--- config.mk ---
export PLATFORM = sky130hd
export DESIGN_NAME = dmem_lsu
export DESIGN_NICKNAME = d
export VERILOG_FILES = /design/src/rtl/dmem_lsu.sv
export SDC_FILE = /design/constraint.sdc
export NUM_CORES = 1
export LEC_CHECK = 0
export BUFFER_PORTS_ARGS = -buffer_cell sky130_fd_sc_hd__buf_2
export CAP_MARGIN = 40
export CELL_PAD_IN_SITES_DETAIL_PLACEMENT = 1
export CELL_PAD_IN_SITES_GLOBAL_PLACEMENT = 1
export CORE_ASPECT_RATIO = 1.4
export CORE_UTILIZATION = 35
export DETAILED_ROUTE_END_ITERATION = 12
export GPL_TIMING_DRIVEN = 0
export PLACE_DENSITY = 0.83
export SYNTH_ARGS = -nofsm -noshare
export SYNTH_HDL_FRONTEND = slang
export SYNTH_SLANG_ARGS = --single-unit
--- constraint.sdc ---
create_clock -name clk -period 2.12 [get_ports clk]
set_clock_uncertainty 0.2 [all_clocks]
set_input_delay 0.424 -clock clk [delete_from_list [all_inputs] [get_ports clk]]
set_output_delay 0.424 -clock clk [all_outputs]
set_load 0.02 [all_outputs]
--- src/rtl/dmem_lsu.sv ---
// dmem_lsu: RV32I byte-addressed load/store unit driving a word-addressed data memory
module dmem_lsu #(
    parameter int READ_LAT = 2
) (
    input  logic        clk,
    input  logic        rst,
    input  logic        req_valid,
    output logic        req_ready,
    input  logic        req_we,
    input  logic [2:0]  req_funct3,
    input  logic [31:0] req_addr,
    input  logic [31:0] req_wdata,
    output logic        resp_valid,
    output logic [31:0] resp_rdata,
    output logic        resp_err,
    output logic [31:0] mem_addr,
    output logic [31:0] mem_wdata,
    output logic        mem_rW,
    output logic        mem_en,
    input  logic [31:0] mem_rdata
);
    localparam int CW = $clog2(READ_LAT + 1);

    typedef enum logic [2:0] {IDLE, RD_ISSUE, RD_WAIT, WR_ISSUE, RESP} state_t;

    state_t        state, state_next;
    logic [CW-1:0] cnt;
    logic          we;
    logic [2:0]    f3;
    logic [1:0]    lane;
    logic          accept, err, ld_bad, st_bad, rd_done;
    logic [7:0]    byte_v;
    logic [15:0]   half_v;
    logic [31:0]   load_data, merged;

    assign accept     = req_valid && req_ready;
    assign req_ready  = (state == IDLE) && !rst;
    assign resp_valid = state == RESP;
    // gated by rst so a write caught by reset never reaches memory
    assign mem_en     = (state == RD_ISSUE || state == WR_ISSUE) && !rst;
    assign rd_done    = state == RD_WAIT && cnt == '0;

    assign ld_bad = req_funct3 == 3'b011 || req_funct3[2:1] == 2'b11
                 || (req_funct3[1:0] == 2'b01 && req_addr[0])
                 || (req_funct3 == 3'b010 && |req_addr[1:0]);
    assign st_bad = req_funct3 > 3'b010
                 || (req_funct3 == 3'b001 && req_addr[0])
                 || (req_funct3 == 3'b010 && |req_addr[1:0]);
    assign err    = req_we ? st_bad : ld_bad;

    assign byte_v    = 8'(mem_rdata >> {lane, 3'b000});
    assign half_v    = lane[1] ? mem_rdata[31:16] : mem_rdata[15:0];
    assign load_data = f3[1] ? mem_rdata
                     : f3[0] ? {{16{half_v[15] & ~f3[2]}}, half_v}
                     : {{24{byte_v[7] & ~f3[2]}}, byte_v};
    // mem_wdata still holds the raw store data until the merge is written back
    assign merged    = f3[0] ? (lane[1] ? {mem_wdata[15:0], mem_rdata[15:0]}
                                        : {mem_rdata[31:16], mem_wdata[15:0]})
                     : (mem_rdata & ~(32'hFF << {lane, 3'b000}))
                       | ({24'd0, mem_wdata[7:0]} << {lane, 3'b000});

    always_comb begin
        state_next = state;
        unique case (state)
            IDLE:     if (accept) state_next = err ? RESP
                                 : (req_we && req_funct3 == 3'b010) ? WR_ISSUE : RD_ISSUE;
            RD_ISSUE: state_next = RD_WAIT;
            RD_WAIT:  if (cnt == '0) state_next = we ? WR_ISSUE : RESP;
            WR_ISSUE: state_next = RESP;
            RESP:     state_next = IDLE;
            default:  state_next = IDLE;
        endcase
    end

    always_ff @(posedge clk) begin
        if (rst) begin
            state      <= IDLE;
            cnt        <= '0;
            we         <= 1'b0;
            f3         <= 3'b000;
            lane       <= 2'b00;
            mem_addr   <= '0;
            mem_wdata  <= '0;
            mem_rW     <= 1'b0;
            resp_rdata <= '0;
            resp_err   <= 1'b0;
        end else begin
            state <= state_next;
            if (accept) begin
                we         <= req_we;
                f3         <= req_funct3;
                lane       <= req_addr[1:0];
                mem_addr   <= {2'b00, req_addr[31:2]};
                mem_wdata  <= req_wdata;
                resp_rdata <= '0;
                resp_err   <= err;
            end
            if (state == RD_ISSUE) cnt <= CW'(READ_LAT - 1);
            else if (state == RD_WAIT && cnt != '0) cnt <= cnt - 1'b1;
            if (state_next == RD_ISSUE) mem_rW <= 1'b0;
            if (state_next == WR_ISSUE) mem_rW <= 1'b1;
            if (rd_done) begin
                if (we) mem_wdata <= merged;
                else resp_rdata <= load_data;
            end
        end
    end
endmodule

# == Yosys cells after proc, flatten, opt, wreduce, memory -nomap -nowiden ==
# Cells that the tools add are included.
# classes
magnitude_cmp,1
n_div,0
mux,22
shift,3
bitwise_logic,6
n_mul,0
add_sub_neg,1
reduce_logical,23
n_eq_ne,12
# ops
operator,n
$mux W32,10
$and A32 B32 Y32,1
$not A32 Y32,1
$or A32 B32 Y32,1
$shl A8 B5 Y32,1
$shl A8 B5 Y32 const A,1
$shr A32 B5 Y8,1
$mux W16,1
$eq A3 B2 Y1 const B,5
$mux W3,4
$pmux W3 S4,1
$eq A3 B1 Y1 const B,3
$logic_and A1 B1 Y1,9
$logic_or A1 B1 Y1,6
$reduce_bool A2 Y1,3
$mux W1,5
$ne A4 B4 Y1 const B,1
$reduce_or A2 Y1,2
$eq A3 B3 Y1 const B,1
$gt A3 B2 Y1 const B,1
$logic_not A3 Y1,1
$and A1 B1 Y1,2
$eq A2 B1 Y1 const B,1
$eq A2 B2 Y1 const B,1
5 further kinds,5
# word_totals
in_bits,103
register_bits,107
out_inout_bits,101
ramBits,0
mem_bits_ro,0
elab_cells,80
n_memories,0
latch_bits,0

# == Longest topological paths before layout ==
# logic_depth
ltp_word,11
mapped_depth,8
ltp_nobuf,6

# == Worst setup path after synthesis ==
# No wires, ideal clock.
# synth_path
path_kind,in2reg
startpoint,input req_addr[0]
endpoint,register mem_rW
path_stages,4
t_arrival_ps,1719
required_time_ps,1832
setup_ps,88
n_path_buf,0
slack_ps,113
path_cell_list,or4_1 -> and2_1 -> or3_1 -> a311oi_2
# synth_via
elab_chain_cells,9
elab_cells_between_ends,16
cone_classes,2 x eq/ne; 5 x mux; 9 x reduce/logical
# synth_lines
item,line,rtl
from (decl),11,"input logic [31:0] req_addr,"
"$reduce_or A2 Y1, or another cell as far along","45, 48",
"$logic_and A1 B1 Y1, or another cell as far along","45, 48",
"$logic_or A1 B1 Y1, on equally long branches","45, 48",
$mux W1 (*),49,assign err = req_we ? st_bad : ld_bad;
$mux W3 (*) (2 in a row),65,IDLE: if (accept) state_next = err ? RESP
$pmux W3 S4 (*),64,unique case (state)
$eq A3 B2 Y1 or $eq A3 B1 Y1 (tied branches),"101, 100",
$mux W1 or $reduce_bool A2 Y1 (tied branches),--,
to (signal assigned),84,mem_rW <= 1'b0;
to (signal assigned),100,if (state_next == RD_ISSUE) mem_rW <= 1'b0;
to (signal assigned),101,if (state_next == WR_ISSUE) mem_rW <= 1'b1;
to (decl),18,"output logic mem_rW,"
# Mark *: on every way between the ends. The rest lies on a longest branch, timed or not.
# A chain may end at the register's enable or synchronous reset.

# == Worst setup path after layout ==
# layout_path
startpoint,register state[0]
endpoint,output req_ready
# layout_via
elab_chain_cells,2
# layout_lines
item,line,rtl
from (decl),26,"state_t state, state_next;"
from (signal assigned),88,state <= state_next;
$logic_not A3 Y1,37,assign req_ready = (state == IDLE) && !rst;
$logic_and A1 B1 Y1,37,
to (decl),8,"output logic req_ready,"
# Every way passes these cells.

==> results.md <==
- Vias in the first global route: approximately 6,100
- Largest net degree at the start of global routing: 17
- Max frequency: roughly 0.48 GHz
- Starting DRT DRC Count: around 370
- Area grow syn2layout: 34.8%
- Slew Limit Fails: 0
- Clock Latency Late Sink: 0.35 ns
- EDFF count, synth: 0
- I/O Pins: 204
- Layout Cells excl Fill: approximately 1,000
- Hold Crit Class: in -> reg
- Max FO, Critical Path: 10
- Die Area: 0.0153 mm^2
- Max H-tree Level: 3
- Worst Setup EP: req_ready
- Path length in cells of the critical path: 4
- Starting Density: 0.358
- Share of the synthesized area in the top cell type: 0.415
- Grt ovf: 0
- Power Density: 749 mW/mm^2
- GRT Overall Usage: 0.274
- Synth Instances: roughly 630
- HPWL Detailed: around 16,000 um
- Slew HR: 0.541
- Reg2reg setup slack: around 0.060 ns
- Static Leak: between 3 and 4 nW
- Synth top area cells: dfxtp_1 (41%), nand2_1 (9.5%), a211oi_1 (6.8%)
- First-pass GRT wire length: ~33,000 um
- Synthesized cell area: just over 0.005 mm^2
- Worst path slowest cell: dfxtp_2
- Synth unique cells: 60
- Sequential share of the synthesized area: 0.415
- CP cell instances: nor4_4 > buf_6 > buf_6 > buf_4
- Ys Warns: 0
- Final hold vios: 0
- CP most frequent cell: buf_6
- Crit. End Element: output pin
- Num rows: between 50 and 60
- CP max stage delay: between 0.3 and 0.4 ns
- Seq cells post-synth: 107
- Setup WS pre-CTS: -0.565 ns
- Post-synth top cells: nand2_1 (131), dfxtp_1 (107), a211oi_1 (47)
- VDD IR max: about 0.00042 V
- Buffers on Ports: between 200 and 250
- Post-layout minimum cycle time: between 2 and 2.5 ns
- Die width: roughly 100 um
- R2R Path End: mem_wdata[17]$_SDFF_PP0_
- Total CTS buffers: 9
- Drt via density: ~5.7
- Critical path type: reg -> out
- Routability Congestion: 0.920
- Final period util: 0.983
- Share of cells above drive strength 1: 0.344
- Cts hold-fix bufs: 0
- Max_cap viols: 0
- Clock Path Buffers: 2
- TritonCTS Sinks: around 110
- Final Net Count: 947
- R2R Path Start: lane[0]$_SDFFE_PP0N_
- Die Y: 146 um
- Post-route setup TNS: 0 ns
- Root buffer cell: clkbuf_16
- Final ANT Viol Nets: 0
- Startpoint types: flop
- DR pass1 iterations: 5
- Ys async rst share: 0
- Clock slew at reported path FFs: roughly 0.070 ns
- Hold_ws: ~0.047 ns
- CP Buf/Inv Count: 3
- Setup ws final: roughly 0.036 ns
- WL final: around 21,000 um
- Status: completed
- Routed length per instance: roughly 20 um
- Setup crit start: state[0]$_SDFF_PP0_
- Residual DRC: 0
- CP top delay family: buffers and inverters
- Via count: a little under 6,000
- Req. time, crit path: 1.50 ns
- Primary FF master, synth: dfxtp_1
- Most frequent cell after synthesis: nand2_1
- Setup Viol. Count Final: 0
- Initial antenna violation count: 1
- Synth area leader: dfxtp_1
- Total core area: 0.0144 mm^2
- Mapped Avg Cell Area: between 8 and 9 um^2
- CP arrival: 1.46 ns
- R2r worst-path depth: 6
- Placed insts: about 1,000
- Worst-margin pin slew: ~0.69 ns
- CTS tree: yes
==> worst reg2reg max path, stage by stage (launching register included) <==
cell,delay (ns)
dfxtp_1,0.30
buf_2,0.18
nand2b_1,0.09
clkbuf_1,0.32
nand2_1,0.34
a211oi_2,0.39
a311oi_1,0.09
==> timing repair <==
action,4_1_cts,5_1_grt
pin swaps,1,2
gates resized for setup,32,42
endpoints found under the setup margin,105,93
setup buffers,2,2
==> stage by stage <==
step,util,power [mW],area [um^2]
5_1_grt,0.482,5.40,6970
4_1_cts,0.476,5.20,6870
6_report,0.482,5.21,6970
2_1_floorplan,-,2.81,5170
3_3_place_gp,0.444,3.21,6410
3_5_place_dp,0.444,3.23,6410
==> where the power goes <==
part / total (mW) / switching, mW / internal, mW
logic: 1.05 / 0.669 / 0.384
registers: 2.20 / 0.0798 / 2.12
clock network: 1.96 / 0.780 / 1.18
total: 5.21 / 1.53 / 3.69
==> kinds of logic (layout without fill, tap and decap cells) <==
kind of cell,count (synthesis),after routing,synth area share
compound gates,194,194,0.276
fa+ha+maj,1,1,0.00242
buf+inv,75,293,0.0615
flops,107,107,0.415
mux,13,13,0.0295
other cells,1,3,0.000726
simple gates,237,237,0.216
==> routing by layer <==
| layer | wire, um | global-route usage | up-vias |
|---|---|---|---|
| met4 | 818 | 0.135 | 0 |
| met5 | 0 | 0 | - |
| li1 | - | - | 2728 |
| met1 | 8200 | 0.318 | 2837 |
| met3 | 1350 | 0.0497 | 62 |
| met2 | 10600 | 0.480 | 272 |
==> final cells by class <==
class / count / area, um^2
clock buffers: 11 / 243
flip-flops and latches: 107 / 2140
inverters: 15 / 56.3
fillers: 1852 / 7480
plain buffers: 58 / 324
multi-input cells: 447 / 2820
repair buffers: 205 / 1040
clock inverters: 4 / 98.8
well taps: 189 / 236
diodes: 1 / 2.50
==> sequential cells by signal, summed over array words and instances (netlist names) <==
signal	flops
mem_wdata	32
resp_rdata	32
mem_addr	30
f3	3
state	3
cnt	2
lane	2
mem_rW	1
resp_err	1
we	1
==> cell usage in the layout (no fill, tap or decap), types with 9 or more instances in the layout <==
master,count
a21o_1,9
nand2b_1,14
clkbuf_1,17
a311oi_1,9
a21oi_1,34
nand2_1,130
and3_1,16
a211oi_1,39
dfxtp_1,105
and2_1,9
clkbuf_16,9
clkbuf_2,14
o22ai_1,21
inv_1,13
buf_2,211
nand3_1,38
buf_4,11
==> how the worst min path moves through the flow <==
stage / endpoint / cells after the start / slack, ns / start
floorplan: cnt[1]$_SDFFE_PP0P_ / 2 / 0.28 / cnt[1]$_SDFFE_PP0P_
finish: mem_addr[14]$_SDFFE_PP0N_ / 3 / 0.05 / req_addr[16]
global route: mem_addr[14]$_SDFFE_PP0N_ / 3 / 0.04 / req_addr[16]
global placement: mem_addr[25]$_SDFFE_PP0N_ / 2 / 0.24 / mem_addr[25]$_SDFFE_PP0N_
CTS: mem_addr[25]$_SDFFE_PP0N_ / 3 / 0.05 / req_addr[27]
detailed placement: mem_addr[2]$_SDFFE_PP0N_ / 2 / 0.24 / mem_addr[2]$_SDFFE_PP0N_
Power figures use the tool's default switching activity.
